`src/rtl/mask_index_pkg.sv`:
```
// Shared types and helpers for the mask index stage: result record, skid-buffer states, LSB encoder.
package mask_index_pkg;

    localparam int MASK_W = 8;
    localparam int IDX_W  = $clog2(MASK_W);

    typedef struct packed {
        logic [IDX_W-1:0]  index;
        logic              zero;
        logic              multi;
        logic [MASK_W-1:0] mask;
    } mask_result_t;

    typedef enum logic [1:0] {
        EMPTY = 2'd0,
        ONE   = 2'd1,
        TWO   = 2'd2
    } buf_state_e;

    // Lowest set bit wins; an all-zero mask encodes to 0.
    function automatic logic [IDX_W-1:0] lsb_index(input logic [MASK_W-1:0] mask);
        logic [IDX_W-1:0] idx;
        idx = '0;
        for (int i = MASK_W - 1; i >= 0; i--) begin
            if (mask[i]) idx = IDX_W'(i);
        end
        return idx;
    endfunction

endpackage

```
`src/rtl/mask_index_skid.sv`:
```
// Generic registered 2-entry skid buffer; outputs come from the main register only.
module mask_index_skid
    import mask_index_pkg::*;
#(
    parameter type T = mask_result_t
) (
    input  logic clk,
    input  logic rst,
    input  logic in_valid,
    output logic in_ready,
    input  T     in_data,
    output logic out_valid,
    input  logic out_ready,
    output T     out_data
);

    buf_state_e state;
    T           skid;
    logic       in_xfer;
    logic       out_xfer;

    assign in_xfer  = in_valid && in_ready;
    assign out_xfer = out_valid && out_ready;

    // in_ready and out_valid are registered alongside the state so neither depends combinationally on out_ready.
    always_ff @(posedge clk or posedge rst) begin
        if (rst) begin
            state     <= EMPTY;
            in_ready  <= 1'b1;
            out_valid <= 1'b0;
            out_data  <= '0;
            skid      <= '0;
        end else begin
            case (state)
                EMPTY: begin
                    if (in_xfer) begin
                        out_data  <= in_data;
                        out_valid <= 1'b1;
                        state     <= ONE;
                    end
                end
                ONE: begin
                    if (in_xfer && out_xfer) begin
                        out_data <= in_data;
                    end else if (in_xfer) begin
                        skid     <= in_data;
                        in_ready <= 1'b0;
                        state    <= TWO;
                    end else if (out_xfer) begin
                        out_valid <= 1'b0;
                        state     <= EMPTY;
                    end
                end
                TWO: begin
                    if (out_xfer) begin
                        out_data <= skid;
                        in_ready <= 1'b1;
                        state    <= ONE;
                    end
                end
                default: begin
                    state     <= EMPTY;
                    in_ready  <= 1'b1;
                    out_valid <= 1'b0;
                end
            endcase
        end
    end

endmodule

```
`src/rtl/mask_index_stage.sv`:
```
// Encodes isolated-bit masks to index/zero/multi and buffers them through a 2-entry skid.
// Optional statistics counters are enabled with `define MASK_INDEX_STATS_EN.
module mask_index_stage
    import mask_index_pkg::*;
#(
    parameter int W  = MASK_W,
    parameter int IW = $clog2(W),
    parameter int CW = 16
) (
    input  logic          clk,
    input  logic          rst,
    input  logic          in_valid,
    output logic          in_ready,
    input  logic [W-1:0]  in_mask,
    output logic          out_valid,
    input  logic          out_ready,
    output logic [IW-1:0] out_index,
    output logic          out_zero,
    output logic          out_multi,
    output logic [W-1:0]  out_mask
`ifdef MASK_INDEX_STATS_EN
    ,
    input  logic          stat_clr,
    output logic [CW-1:0] stat_words,
    output logic [CW-1:0] stat_zero,
    output logic [CW-1:0] stat_multi
`endif
);

    mask_result_t enc;
    mask_result_t res;

    always_comb begin
        enc       = '0;
        enc.mask  = in_mask;
        enc.index = lsb_index(in_mask);
        enc.zero  = (in_mask == '0);
        // Clearing the lowest set bit leaves something only if two or more were set.
        enc.multi = ((in_mask & (in_mask - W'(1))) != '0);
    end

    mask_index_skid #(.T(mask_result_t)) u_skid (
        .clk       (clk),
        .rst       (rst),
        .in_valid  (in_valid),
        .in_ready  (in_ready),
        .in_data   (enc),
        .out_valid (out_valid),
        .out_ready (out_ready),
        .out_data  (res)
    );

    assign out_index = res.index;
    assign out_zero  = res.zero;
    assign out_multi = res.multi;
    assign out_mask  = res.mask;

`ifdef MASK_INDEX_STATS_EN
    logic out_xfer;
    assign out_xfer = out_valid && out_ready;

    always_ff @(posedge clk or posedge rst) begin
        if (rst) begin
            stat_words <= '0;
            stat_zero  <= '0;
            stat_multi <= '0;
        end else if (stat_clr) begin
            stat_words <= '0;
            stat_zero  <= '0;
            stat_multi <= '0;
        end else if (out_xfer) begin
            if (stat_words != '1)              stat_words <= stat_words + CW'(1);
            if (res.zero && stat_zero != '1)   stat_zero  <= stat_zero + CW'(1);
            if (res.multi && stat_multi != '1) stat_multi <= stat_multi + CW'(1);
        end
    end
`endif

endmodule

```
`config.mk`:
```
export PLATFORM = sky130hd
export DESIGN_NAME = mask_index_stage
export DESIGN_NICKNAME = d
export VERILOG_FILES = /design/src/rtl/mask_index_pkg.sv /design/src/rtl/mask_index_skid.sv /design/src/rtl/mask_index_stage.sv
export SDC_FILE = /design/constraint.sdc
export NUM_CORES = 1
export LEC_CHECK = 0
export CORE_ASPECT_RATIO = 1.2
export CORE_MARGIN = 5
export CORE_UTILIZATION = 46
export CTS_CLUSTER_DIAMETER = 80
export DETAILED_ROUTE_END_ITERATION = 12
export PLACE_DENSITY_LB_ADDON = 0.15
export SYNTH_ARGS = -nofsm -noshare
export SYNTH_HDL_FRONTEND = slang
export SYNTH_SLANG_ARGS = --single-unit
```
`constraint.sdc`:
```
create_clock -name clk -period 1.65 [get_ports clk]
set_clock_uncertainty 0.15 [all_clocks]
set_input_delay 0.33 -clock clk [delete_from_list [all_inputs] [get_ports clk]]
set_output_delay 0.33 -clock clk [all_outputs]
set_load 0.03 [all_outputs]
```
---- Word-level counts from Yosys, hierarchy flattened ----
Cells that the tools add are included.
cells by class
  equal/unequal tests ..................... 10
  reductions and logical operators ........ 12
  $add $sub $neg .......................... 1
  bitwise gates (word level) .............. 4
  mux-type cells .......................... 27
operators with widths
  cell                 count
  $mux 13              3
  $pmux 13 s3          1
  $mux 3               8
  $reduce_and 4->1     3
  $mux 2               5
  $ne 2x1->1 const B   5
  $and 8x8->8          1
  $logic_not 8->1      1
  $reduce_bool 8->1    1
  $sub 8x1->8 const B  1
  $mux 1               7
  $pmux 1 s3           2
  $pmux 2 s3           1
  $reduce_and 5->1     1
  $ne 2x2->1 const B   2
  $logic_and 1x1->1    3
  $ne 3x1->1 const B   1
  $not 1->1            3
  $reduce_and 3->1     1
  $reduce_bool 3->1    1
  $eq 2x1->1 const B   1
  $eq 2x2->1 const B   1
  $logic_not 2->1      1
word-level totals
  register bits ........................... 30
  input bits .............................. 12
  output and inout bits ................... 15
  logic and storage cells ................. 65

---- Logic depth before layout (Yosys ltp) ----
Gate-level depths: netlist of run 1.
  depth after elaboration ................. 10
  depth in mapped cells ................... 7
  mapped depth without buffers ............ 4

---- Hierarchy ----
From an unflattened synthesis of run 1, not the netlist that was laid out.
second synthesis, totals
  cell total of the unflattened synthesis .. 117
  area, all modules ....................... 1587.8 sq um
by module, submodules not included
  module            cells each  area an instance (sq um)  instances  seq. area each (sq um)
  mask_index_skid   95          1456.4                    1          752.0
  mask_index_stage  22          131.4                     1          0.0

---- Worst setup path after synthesis of run 1 ----
Ideal clock, no wire load.
  kind .................................... register to register
  start point ............................. register u_skid.in_ready
  end point ............................... register u_skid.skid[11] (netlist bit)
  buffers on the path ..................... 1
  period minus slack after synthesis ...... 1839 ps
  setup slack ............................. -189 ps
  required time ........................... 1390 ps
  arrival time ............................ 1578 ps
  stages on the path, launching flop included .. 5
  setup time .............................. 110 ps
  cells stage by stage .................... dfstp_2 and3b_1 nand3_2 clkbuf_1 o41ai_1
on the way
  longest elaborated chain between the ends .. 4
ends and longest elaborated chain
  item                                   RTL line               source
  start, declared                        mask_index_skid.sv:10  output logic in_ready,
  start signal, assigned                 mask_index_skid.sv:29  in_ready <= 1'b1;
  start signal, assigned                 mask_index_skid.sv:47  in_ready <= 1'b0;
  start signal, assigned                 mask_index_skid.sv:57  in_ready <= 1'b1;
  $logic_and 1x1->1 (*)                  mask_index_skid.sv:22  assign in_xfer = in_valid && in_ready;
  $logic_and 1x1->1                      mask_index_skid.sv:43  if (in_xfer && out_xfer) begin
  $not 1->1 (no source line)             -
  $reduce_and 3->1 (no source line) (*)  -
  end signal, assigned                   mask_index_skid.sv:46  skid <= in_data;
  end, declared                          mask_index_skid.sv:18  T skid;
Every way passes the cells marked *; elsewhere a longest branch is shown, timed or not.
A chain may end at the register's enable or synchronous reset.

---- Worst setup path after layout of run 1 ----
  start point ............................. input in_mask[2]
  end point ............................... register u_skid.skid[8] (netlist bit)
on the way
  longest elaborated chain between the ends .. 3
ends and longest elaborated chain
  item                   RTL line                source
  start, declared        mask_index_stage.sv:14  input logic [W-1:0] in_mask,
  $sub 8x1->8            mask_index_stage.sv:39  enc.multi = ((in_mask & (in_mask - W'(1))) != '0);
  $and 8x8->8 (*)        mask_index_stage.sv:39
  $reduce_bool 8->1 (*)  mask_index_stage.sv:39
Marked as above.

==> results.json, run 1 <==
{
  "outcome": "complete, no violations",
  "yosys-top-cells-area": "dfrtp_1 (48%), mux2_2 (8.1%), o21ai_0 (4.9%)",
  "regToRegSetupSlack_ps": 60,
  "synth_edf_count": 0,
  "dpl_cell_area_sq_um": 2030,
  "layout.nets": 209,
  "final_area_sq_um": 2190,
  "power_density_nw_per_um2": 655,
  "grt_antenna_before_repair": 0,
  "dr.first_iter.drc_count": 54,
  "hold_path.class": "in2async",
  "drv_slew": 0,
  "worstReg2RegStart": "u_skid.in_ready",
  "hold_ws_ps": 219,
  "crit_path_max_incr_delay_ps": 570,
  "overflow": 0,
  "rows": 23,
  "fp.coreArea_sq_um": 3280,
  "pwr-share-comb_pct": 9.5,
  "setup_viol": 0,
  "critPathLaunchType": "input pin",
  "final_common_cell": "dfrtp_1",
  "fp.dieH_um": 73.0,
  "grt_pass1_wl_um": 6670,
  "async_flop_share_pct": 100,
  "worst-path-stages": 6,
  "rsz0062_at_grt": "yes",
  "via_count": 1344,
  "gp_congestion": 0.817,
  "crit_buf_inv": 2,
  "power_frac_seq_pct": 51.3,
  "clkSinkCount": 30,
  "slew_headroom_pct": 78.1,
  "p_leak_uw": 0.00110,
  "nFillCells": 270,
  "clkPwrFrac_pct": 39.3,
  "drt-wirelength-per-cell_um": 17.1,
  "ioPinCount": 27,
  "cts_buffer_depth": 2,
  "finish.utilization_pct": 66.8,
  "timing.rr.end": "u_skid.out_data[4]",
  "synth_cells": 143,
  "cp_top_family": "simple AND/OR/NAND/NOR gates",
  "tightest_slew_ps": 330,
  "ys_ff_latch": 30,
  "worstPathRequired_ps": 1670,
  "dp_hpwl_um": 2870,
  "ys_seq_area_share_pct": 49.4,
  "intPower_uw": 1090,
  "areaGrowthSynthToFinish_pct": 44.0,
  "worstSetupPathType": "in2reg",
  "htree_num_levels": 2,
  "hold_viol_final": 0,
  "synth.top_cell.area_share_pct": 47.7,
  "synth_warnings": 0,
  "finalWorstPathRequiredPeriod_ps": 1620,
  "synth.avg_cell_area_sq_um": 10.6,
  "portBuffers": 26,
  "cts_tree": "done",
  "synth_top_area_cell": "dfrtp_1",
  "root_buffer": "clkbuf_8",
  "syn_nets": 155,
  "crit_chain": "buf_6 -> or4_4 -> buf_4 -> o311ai_4 -> o21ai_1 -> mux2_4",
  "initial_core_util_pct": 46.4,
  "grt_pass1_vias": 1377,
  "track_usage_pct": 18.7,
  "grt_start_max_net_pins": 17,
  "crit_start": "in_mask[2]",
  "worstPathArrival_ps": 1640,
  "hold_buffers": 0,
  "endpoint": "u_skid.skid[8]",
  "slowest_stage": "or4_4",
  "fmax_ghz": 0.616,
  "antenna_cells": 0,
  "irDropWorstVdd_mv": 0.616,
  "power.switching_uw": 345,
  "routed_wl_um": 4020,
  "firstDrtPassIters": 4,
  "dieArea_sq_um": 4570,
  "synth.cell_area_sq_um": 1520,
  "switching_share_pct": 24.0,
  "maxCapViolCount": 0,
  "route.detailed.drc": 0,
  "post-place-ws_ps": -638,
  "finalWorstSetupSlack_ps": 26.5,
  "end_kind": "flop",
  "most-common-layout-cells": "dfrtp_1 (28), buf_4 (25), dlygate4sd2_1 (17)",
  "critPathMaxFanout": 3,
  "finalCritPeriodShare_pct": 98.4,
  "yosysUniqueCellTypes": 38,
  "layout-drive-gt1-share_pct": 36.4,
  "viasPerCell": 5.72,
  "cts_inserted_buffers": 5,
  "rr_worst_depth": 6,
  "ys.flop_type": "dfrtp_1",
  "clk_latency_ps": 280,
  "ant_nets": 0,
  "clk_pin_slew_ps": 70,
  "die_w_um": 62.5
}
==> cell families (layout without fill, tap and decap cells) <==
group | count (synthesis) | in the layout | share of synthesized area, %
flops | 30 | 30 | 49.4
simple gates | 42 | 43 | 14.3
compound gates | 41 | 41 | 19.3
mux | 18 | 18 | 12.7
buf+inv | 11 | 65 | 3.62
fa+ha+maj | 1 | 1 | 0.657
==> layout make-up <==
cell class	count	area, sq um	share of cell area (%)
multi-input combinational	103	815	37.2
clock inverter	2	10.0	0.457
tap	37	46.3	2.11
inverter	2	7.51	0.342
sequential	30	753	34.4
clock buffer	6	72.6	3.31
timing repair buffer	55	488	22.3
==> state kept, by name, summed over array words and instances (netlist names) <==
| signal | flops |
|---|---|
| u_skid.out_data | 13 |
| u_skid.skid | 13 |
| u_skid.state | 2 |
| u_skid.in_ready | 1 |
| u_skid.out_valid | 1 |
==> cells in the mapped netlist, types with 2 or more instances <==
master / instances
mux2_2: 11
a21oi_1: 10
buf_2: 2
dfrtp_1: 29
o21ai_0: 15
a21o_1: 2
nor2_1: 8
nand3_1: 10
inv_1: 2
nand2_1: 11
nand3b_1: 2
mux2i_1: 7
nor2b_1: 2
nand2b_1: 2
clkbuf_1: 4
o41ai_1: 4
==> layer usage <==
metal / GRT usage (%) / routed length (um) / vias up
li1: - / - / 640
met1: 22.7 / 1720 / 672
met2: 31.7 / 2100 / 26
met3: 5.39 / 135 / 6
met4: 6.37 / 57 / 0
met5: 0 / 0 / -
==> power by group through the flow <==
stage | clock, uW | combinational [uW] | sequential (uW)
detailed placement | 0 | 124 | 749
global placement | 0 | 121 | 749
floorplan | 0 | 42.3 | 749
global route | 617 | 147 | 735
CTS | 578 | 130 | 736
finish | 564 | 136 | 736
==> per-stage QoR <==
stage | std cells | total power (uW) | TNS, ps
final | 235 | 1440 | 0
after global routing | 235 | 1500 | -23.2
after CTS | 234 | 1440 | -38.8
after detailed placement | 225 | 873 | -8150
after global placement | 225 | 871 | -7550
after floorplan | 143 | 791 | -353
==> worst min path at each step <==
stage | startpoint | end | slack [ps]
global route | rst | u_skid.out_data[10] | 230
global placement | u_skid.skid[11] | u_skid.skid[11] | 310
finish | rst | u_skid.skid[4] | 220
CTS | rst | u_skid.skid[4] | 210
detailed placement | u_skid.skid[10] | u_skid.skid[10] | 320
floorplan | rst | u_skid.out_data[0] | 270
==> tightest hold or removal path: stages <==
cell	delay, ps
clkdlybuf4s50_1	390
inv_1	70
buf_4	220
==> timing repair <==
item	in CTS	in global routing
pin swaps	7	7
resized for setup	41	20
hold endpoints to repair	0	0
gates cloned	0	1
setup buffers	1	0
endpoints found under the setup margin	21	23
Power figures use the tool's default switching activity.
==> run 2, diff against run 1 <==
--- a/config.mk
+++ b/config.mk
@@ -5,9 +5,11 @@
 export SDC_FILE = /design/constraint.sdc
 export NUM_CORES = 1
 export LEC_CHECK = 0
+export CELL_PAD_IN_SITES_DETAIL_PLACEMENT = 0
+export CELL_PAD_IN_SITES_GLOBAL_PLACEMENT = 2
 export CORE_ASPECT_RATIO = 1.2
 export CORE_MARGIN = 5
-export CORE_UTILIZATION = 46
+export CORE_UTILIZATION = 30
 export CTS_CLUSTER_DIAMETER = 80
 export DETAILED_ROUTE_END_ITERATION = 12
 export PLACE_DENSITY_LB_ADDON = 0.15
==> run 2 against run 1 <==
Net effect: the run now ends with setup timing left; largest power group unchanged; non-clock buffer count up 5; cell count up 12%; worst hold slack better by 21 ps; sequential cell count unchanged; largest cell class unchanged; critical path type unchanged; critical endpoint unchanged; die area up 45%.
==> results.json, run 2 (same netlist as run 1, synthesis figures left out) <==
{
  "outcome": "complete, but fails checks",
  "violations": "setup timing",
  "viasPerCell": 4.98,
  "critPathLaunchType": "input pin",
  "cts_inserted_buffers": 5,
  "fp.dieH_um": 88.0,
  "antenna_cells": 0,
  "clk_latency_ps": 280,
  "htree_num_levels": 2,
  "clkSinkCount": 30,
  "crit_start": "in_mask[3]",
  "routed_wl_um": 4290,
  "hold_buffers": 0,
  "finalWorstPathRequiredPeriod_ps": 1700,
  "cts_tree": "done",
  "firstDrtPassIters": 4,
  "fp.coreArea_sq_um": 4940,
  "hold_viol_final": 0,
  "drt-wirelength-per-cell_um": 16.3,
  "timing.rr.end": "u_skid.out_data[1]",
  "endpoint": "u_skid.skid[8]",
  "dpl_cell_area_sq_um": 2090,
  "finalWorstSetupSlack_ps": -46.1,
  "crit_chain": "buf_4 -> or4_4 -> o41ai_4 -> o21ai_1 -> mux2_2",
  "worstPathRequired_ps": 1670,
  "dieArea_sq_um": 6610,
  "cts_buffer_depth": 2,
  "ant_nets": 0,
  "dr.first_iter.drc_count": 37,
  "fmax_ghz": 0.590,
  "ioPinCount": 27,
  "dpl.cell_count": 249,
  "gp_congestion": 0.808,
  "worstPathArrival_ps": 1720,
  "rows": 28,
  "worstSetupPathType": "in2reg",
  "fin_cells": 263,
  "grt_antenna_before_repair": 0,
  "cp_top_family": "simple AND/OR/NAND/NOR gates",
  "route.detailed.drc": 0,
  "initial_core_util_pct": 30.8,
  "crit_path_max_incr_delay_ps": 590,
  "p_leak_uw": 0.00116,
  "fin_tns_setup_ps": -46.1,
  "ff_latch_area_sq_um": 753,
  "areaGrowthSynthToFinish_pct": 54.3,
  "drv_slew": 0,
  "multi_input_area_sq_um": 868,
  "crit_buf_inv": 1,
  "most-common-layout-cells": "buf_4 (31), dfrtp_1 (28), dlygate4sd2_1 (17), mux2_2 (11)",
  "track_usage_pct": 13.4,
  "maxCapViolCount": 0,
  "portBuffers": 26,
  "die_w_um": 75.0,
  "layout-drive-gt1-share_pct": 44.3,
  "setup_viol": 1,
  "grt_start_max_net_pins": 31,
  "grt_pass1_vias": 1330,
  "tightest_slew_ps": 317,
  "hold_path.class": "in2async",
  "critPathMaxFanout": 5,
  "clk_pin_slew_ps": 70,
  "grt_pass1_wl_um": 6600,
  "reg.largest.list": "u_skid.out_data: 13 flops, u_skid.skid: 13 flops, u_skid.state: 2 flops",
  "nFillCells": 460,
  "dp_hpwl_um": 2860,
  "via_count": 1310,
  "finalCritPeriodShare_pct": 103,
  "root_buffer": "clkbuf_8",
  "regToRegSetupSlack_ps": 0,
  "worstReg2RegStart": "u_skid.in_ready",
  "final_area_sq_um": 2350,
  "rsz0062_at_grt": "yes",
  "end_kind": "flop",
  "slowest_stage": "or4_4",
  "worst-path-stages": 5,
  "final_common_cell": "buf_4",
  "overflow": 0,
  "irDropWorstVdd_mv": 0.426,
  "slew_headroom_pct": 78.9,
  "power_density_nw_per_um2": 674,
  "total_power_uw": 1580,
  "rr_worst_depth": 6,
  "layout.nets": 214
}
-- run 2: changes by cell type in the layout (fill, tap and decap cells not counted), moves of 2 or more --
cell / previous run / this run
buf_6: 5 / 2
o41ai_2: 4 / 2
buf_12: 2 / 4
clkbuf_8: 5 / 8
clkinv_2: 2 / 0
o21ai_0: 7 / 4
dlymetal6s2s_1: 2 / 0
o21ai_2: 0 / 10
buf_4: 25 / 31
o21ai_1: 9 / 2
-- run 2: timing repair --
action	4_1_cts	5_1_grt
resized for setup	46	26
endpoints found under the setup margin	29	18
buffers inserted	5	1
pin swaps	9	15
gates cloned	0	1
-- run 2: worst min-delay path by stage --
stage                                from                  to  slack [ps]  cells past startpoint
final                                 rst  u_skid.out_data[8]         240                      3
after detailed placement  u_skid.skid[11]     u_skid.skid[11]         310                      2
after global routing                  rst      u_skid.skid[2]         260                      3
after global placement    u_skid.skid[11]     u_skid.skid[11]         310                      2
after floorplan                       rst  u_skid.out_data[0]         270                      1
after CTS                             rst      u_skid.skid[3]         250                      3
-- run 2: layout make-up --
cell class | count | share of cell area [%]
multi-input cells | 103 | 37.0
flip-flops and latches | 30 | 32.1
repair buffers | 60 | 22.8
clock buffers | 8 | 4.69
well taps | 60 | 3.19
inverters | 2 | 0.319
-- run 2: layer usage --
metal  wire length (um)  track usage (%)
met5                  0                0
met4                 57             4.37
met3                180             3.21
met2               2130             21.5
met1               1920             17.8
-- run 2: through the flow --
step | utilization [%] | worst slack [ps] | hold slack, ps
CTS | 45.4 | -39.9 | 247
global placement | 42.3 | -616 | 307
finish | 47.6 | -46.1 | 240
floorplan | - | -94.5 | 270
global route | 47.6 | -83.1 | 262
detailed placement | 42.3 | -671 | 314
-- run 2: tightest hold or removal path, delay by kind of cell --
family	cells	cell delay, ps
buf+inv	3	700
-- run 2: power by group --
part | internal [uW] | switching [uW] | leakage (uW) | total, uW
registers | 736 | 0 | 0.000414 | 736
logic | 64.7 | 78.1 | 0.000691 | 143
clock network | 421 | 284 | 0.0000575 | 705
